`config.mk`:
```
export PLATFORM = sky130hd
export DESIGN_NAME = reaction_counter
export DESIGN_NICKNAME = d
export VERILOG_FILES = /design/src/rtl/reaction_counter_pkg.sv /design/src/rtl/reaction_counter_bcd_digit.sv /design/src/rtl/reaction_counter.sv
export SDC_FILE = /design/constraint.sdc
export NUM_CORES = 1
export LEC_CHECK = 0
export BUFFER_PORTS_ARGS = -buffer_cell sky130_fd_sc_hd__buf_2
export CAP_MARGIN = 10
export CORE_UTILIZATION = 30
export DETAILED_ROUTE_END_ITERATION = 8
export PLACE_DENSITY = 0.47
export SYNTH_ARGS = -nofsm -noshare
export SYNTH_HDL_FRONTEND = slang
export SYNTH_SLANG_ARGS = --single-unit
```
`constraint.sdc`:
```
create_clock -name clk -period 3.5 [get_ports clk]
set_clock_uncertainty 0.15 [all_clocks]
set_input_delay 0.35 -clock clk [delete_from_list [all_inputs] [get_ports clk]]
set_output_delay 0.35 -clock clk [all_outputs]
set_load 0.005 [all_outputs]
```
`src/rtl/reaction_counter_pkg.sv`:
```
// Shared types and constants for the reaction-time counter.
package reaction_counter_pkg;

    typedef logic [3:0] bcd_t;

    localparam int   DEFAULT_TICK_DIV = 100000;
    localparam bcd_t BCD_MAX          = 4'd9;

endpackage

```
`src/rtl/reaction_counter_bcd_digit.sv`:
```
// One decimal digit of the counter: increments on carry-in, emits carry-out at 9.
import reaction_counter_pkg::*;

module bcd_digit (
    input  logic       clk,
    input  logic       clear,
    input  logic       zero,
    input  logic       cin,
    output logic [3:0] q,
    output logic       cout
);

    logic at_top;

    // Any value at or above 9 counts as terminal, so a stray A..F value
    // self-heals to 0 with a carry on its next increment.
    assign at_top = (q >= BCD_MAX);
    assign cout   = cin && at_top;

    always_ff @(posedge clk) begin
        if (clear || zero) begin
            q <= 4'd0;
        end else if (cin) begin
            q <= at_top ? 4'd0 : q + 4'd1;
        end
    end

endmodule

```
`src/rtl/reaction_counter.sv`:
```
// Millisecond reaction counter: prescaler producing ticks, four chained BCD digits.
import reaction_counter_pkg::*;

module reaction_counter #(
    parameter int TICK_DIV = DEFAULT_TICK_DIV
) (
    input  logic       clk,
    input  logic       clear,
    input  logic       count_start,
    input  logic       count_clear,
    output logic [3:0] d0,
    output logic [3:0] d1,
    output logic [3:0] d2,
    output logic [3:0] d3,
    output logic       tick,
    output logic       rollover
);

    localparam logic [19:0] P_LAST = 20'(TICK_DIV - 1);

    logic [19:0] p;
    logic        enabled;
    logic [4:0]  carry;

    // clear is tested first so tick stays 0 even before p has a known value.
    assign enabled  = !clear && !count_clear && count_start;
    assign tick     = enabled && (p == P_LAST);
    assign carry[0] = tick;
    assign rollover = carry[4];

    always_ff @(posedge clk) begin
        if (clear || count_clear) begin
            p <= 20'd0;
        end else if (enabled) begin
            p <= (p == P_LAST) ? 20'd0 : p + 20'd1;
        end
    end

    bcd_digit u_d0 (.clk(clk), .clear(clear), .zero(count_clear), .cin(carry[0]), .q(d0), .cout(carry[1]));
    bcd_digit u_d1 (.clk(clk), .clear(clear), .zero(count_clear), .cin(carry[1]), .q(d1), .cout(carry[2]));
    bcd_digit u_d2 (.clk(clk), .clear(clear), .zero(count_clear), .cin(carry[2]), .q(d2), .cout(carry[3]));
    bcd_digit u_d3 (.clk(clk), .clear(clear), .zero(count_clear), .cin(carry[3]), .q(d3), .cout(carry[4]));

endmodule

```
Word-level counts from Yosys, hierarchy flattened:

Cells that the tools add are included.

* $lt $le $gt $ge: 4
* muxes and demuxes: 5
* $add $sub $neg: 5
* reduce and logical (&&, ||, !) cells: 10
* equal/unequal tests: 1

Operator list (number)
* adder 20 x 1 -> 20 bit (second input constant): 1
* == test 20 x 17 -> 1 bit (second input constant): 1
* two-way mux 20 bit: 1
* adder 4 x 1 -> 4 bit (second input constant): 4
* >= comparator 4 bit (second input constant): 4
* two-way mux 4 bit: 4
* logical AND 1 bit: 7
* logical NOT 1 bit: 2
* logical OR 1 bit: 1

* word-level logic and storage cells: 30
* flip-flop bits (word level): 36

Depth between registers and ports, before layout:

* depth after elaboration: 8
* gate-level depth with buffers: 9
* depth with buffers taken out: 7

Modules after synthesis:

A second synthesis with hierarchy kept.

* cell total of the unflattened synthesis: 224
* area, all modules: 2039.5 um^2

Modules (own cells, without submodules)
* reaction_counter: area an instance 1023.5 um^2, cells an instance 116, instances 1
* bcd_digit: area an instance 254.0 um^2, cells an instance 27, instances 4

Worst setup path before layout:

OpenSTA, ideal clock, no wires.

* path kind: register -> register
* start point: register p[0]
* end point: register u_d3.q[3]
* data required time: 3.280 ns
* arrival time: 2.348 ns
* cell stages (with the launch flop): 9
* buffers on the path: 2
* slack: 0.932 ns
* period minus slack after synthesis: 2.568 ns
* cell sequence: dfxtp_1 -> ha_1 -> nand4_1 -> or4b_1 -> buf_2 -> or4_1 -> buf_2 -> or3_1 -> a21oi_1

* cells in the longest elaborated chain, start to end: 5

RTL lines
* start, declared: line reaction_counter.sv:21 `logic [19:0] p;`
* start signal, assigned: line reaction_counter.sv:35 `p <= (p == P_LAST) ? 20'd0 : p + 20'd1;`
* == test 20 x 17 -> 1 bit: line reaction_counter.sv:27 `assign tick = enabled && (p == P_LAST);`
* logical AND 1 bit: line reaction_counter.sv:27
* logical AND 1 bit (3 in series): line reaction_counter_bcd_digit.sv:18 `assign cout = cin && at_top;`
* end signal, assigned: line reaction_counter_bcd_digit.sv:24 `q <= at_top ? 4'd0 : q + 4'd1;`
* end, declared: line reaction_counter_bcd_digit.sv:9 `output logic [3:0] q,`

Every way passes these cells.
A chain may end at the register's enable or synchronous reset.

Final worst setup path:

* start point: register p[0]
* end point: output port rollover

* cells in the longest elaborated chain, start to end: 6

RTL lines
* == test 20 x 17 -> 1 bit: line reaction_counter.sv:27
* logical AND 1 bit: line reaction_counter.sv:27
* logical AND 1 bit (4 in series): line reaction_counter_bcd_digit.sv:18
* end, declared: line reaction_counter.sv:16 `output logic rollover`

Every way passes these cells.

==> impl_metrics.tcl <==
set metrics [dict create \
    outcome "finished clean" \
    io-pin-count 22 \
    dp_hpwl_microns 2930 \
    h-tree-depth 2 \
    ys_seq_area_share_pct 38.2 \
    final_cell_mix "36 x dfxtp_1, 30 x nor2_1, 26 x nand2_1" \
    synth_seq_cells 36 \
    finalCriticalPeriod_ps 3100 \
    worst-setup-path-type "reg -> out" \
    finish.utilization_pct 36.1 \
    wire_per_inst_microns 12.4 \
    worst-endpoint-arrival_ps 2600 \
    relSlewSlack_pct 52.5 \
    post-cts-setup-buffer-count 0 \
    cts_root_buf "clkbuf_8" \
    ctsHoldBuffers 0 \
    num_rows 28 \
    worst_ep_required_time_ps 3000 \
    vias_per_cell 4.93 \
    start_util_pct 31.5 \
    die_area_sq_um 6600 \
    cts.sinks 36 \
    cts_buffers 5 \
    power.density_nw_per_um2 343 \
    syn_inst 230 \
    cp-end-kind "primary output" \
    core-area_sq_um 5990 \
    max_freq_mhz 322 \
    cts_buffer_depth 2 \
    port_buffers 21 \
    grt_overflow 0 \
    die_w_microns 81.3 \
    grt_usage_pct 13.6 \
    synth_flop_cell "dfxtp_1" \
    vias 1621 \
    clk_pin_slew_ps 80 \
    antenna_found_initial 0 \
    vdd_ir_drop_max_uv 110 \
    antenna_cells 0 \
    grt_max_degree 18 \
    min_path_type "in -> reg" \
    tns_ps 0 \
    cp_max_fo 9 \
    final_common_cell "dfxtp_1" \
    die_y_microns 81.3 \
    drive_above_1_share_pct 16.1 \
    hold_viol_final 0 \
    grt_pass1_wl_microns 6770 \
    yosys_warnings 0 \
    min_period_over_period_pct 88.7 \
    report.final.slew_viol_count 0 \
    place_congestion 0.704 \
    cts_tree "yes" \
    syn_to_final_growth_pct 14.7 \
    firstDrtPassIters 4 \
    syn_avg_cell_area_sq_um 8.19 \
    drt_iter0_drc 47 \
    insertion_delay_ps 290 \
    nets 270 \
    critPathLaunchType "flop" \
    synthArstFlopShare_pct 0 \
    post_cts_resized 0 \
    synth_cell_type_count 39 \
    worst_pin_slew_ps 707 \
    synth-edff-count 0 \
    p_total_mw 0.741 \
    drtAntennaViolNets 0 \
    p_leak_nw 0.768 \
    drt_wl_total_microns 4080 \
    setup_violations 0 \
    grt_pass1_vias 1406 \
    grt_setup_unrepaired "false" \
    netlist_area_sq_um 1880 \
    syn_nets 247 \
    remaining_drc_errors 0 \
    maxCapViolations 0 \
]
[path summary, 6_finish.rpt]
check,start,to,slack [ps],cells after the start
setup / recovery,p[0],rollover,400,6
hold / removal,count_start,p[1],250,3
setup reg to reg,p[0],u_d3.q[3],700,6
hold reg to reg,p[1],p[1],330,2
[critical path, stage by stage (launching register included)]
cell and delay, ps:
dfxtp_1 370, ha_1 260, nand4_1 100, or4b_1 600, or4_1 730, nor2_1 140
buf_2 110
[report_power, final]
part / internal, mW / switching [mW] / total, mW
combinational: 0.00510 / 0.0123 / 0.0174
clock: 0.157 / 0.156 / 0.313
sequential: 0.410 / 0.000596 / 0.410
total: 0.572 / 0.169 / 0.741
[kinds of logic (layout without fill, tap and decap cells)]
family | Yosys count | count (layout) | synth area share, %
flops | 36 | 36 | 38.2
xor+xnor | 19 | 19 | 8.83
compound gates | 24 | 24 | 7.57
simple gates | 119 | 119 | 32.4
fa+ha+maj | 13 | 13 | 8.63
buf+inv | 18 | 42 | 3.78
mux | 1 | 1 | 0.531
[routing by layer]
layer,vias to the layer above,part of all wire (%),GRT usage (%),wire length (microns)
li1,846,-,-,-
met1,743,51,18.5,2090
met2,26,44,20.2,1790
met3,6,3.1,4.16,125
met4,0,1.7,4.82,71
met5,-,0,0,0
[state kept, by name, summed over array words and instances, names as in the netlist]
name,count
p,20
u_d0.q,4
u_d1.q,4
u_d2.q,4
u_d3.q,4
[cell type report]
cell class                      count  area [sq um]
Inverter                           11          41.3
Sequential cell                    36           721
Tap cell                           75          93.8
Clock buffer                        6          82.6
Fill cell                         645          3830
Timing Repair Buffer               23           120
Clock inverter                      2          10.0
Multi-Input combinational cell    176          1090
[synthesized netlist by cell type, types with 2 or more instances]
| cell type | count | share of area, % |
|---|---|---|
| dfxtp_1 | 36 | 38 |
| or3b_2 | 4 | 1.9 |
| xnor2_1 | 14 | 6.5 |
| ha_1 | 13 | 8.6 |
| xor2_1 | 5 | 2.3 |
| buf_2 | 3 | 0.80 |
| or3_1 | 2 | 0.66 |
| a21oi_1 | 12 | 3.2 |
| nor4_1 | 6 | 2.0 |
| nand3_1 | 11 | 2.9 |
| and3_1 | 3 | 1.0 |
| nand2_1 | 26 | 5.2 |
| nor3_1 | 11 | 2.9 |
| or2_2 | 3 | 1.0 |
| and2_1 | 2 | 0.66 |
| clkbuf_1 | 4 | 0.80 |
| nand3b_1 | 2 | 0.80 |
| o21ai_0 | 5 | 1.3 |
| nand4_1 | 9 | 3.0 |
| inv_1 | 11 | 2.2 |
| nor2_1 | 30 | 6.0 |
[through the flow]
stage               hold WS, ps  instance area [sq um]  worst slack [ps]  cells
floorplan                   299                   1880               932    230
global placement            311                   2070               760    321
detailed placement          319                   2070               707    321
CTS                         245                   2160               380    329
global route                262                   2160               231    329
finish                      251                   2160               396    329
Power figures use the tool's default switching activity.
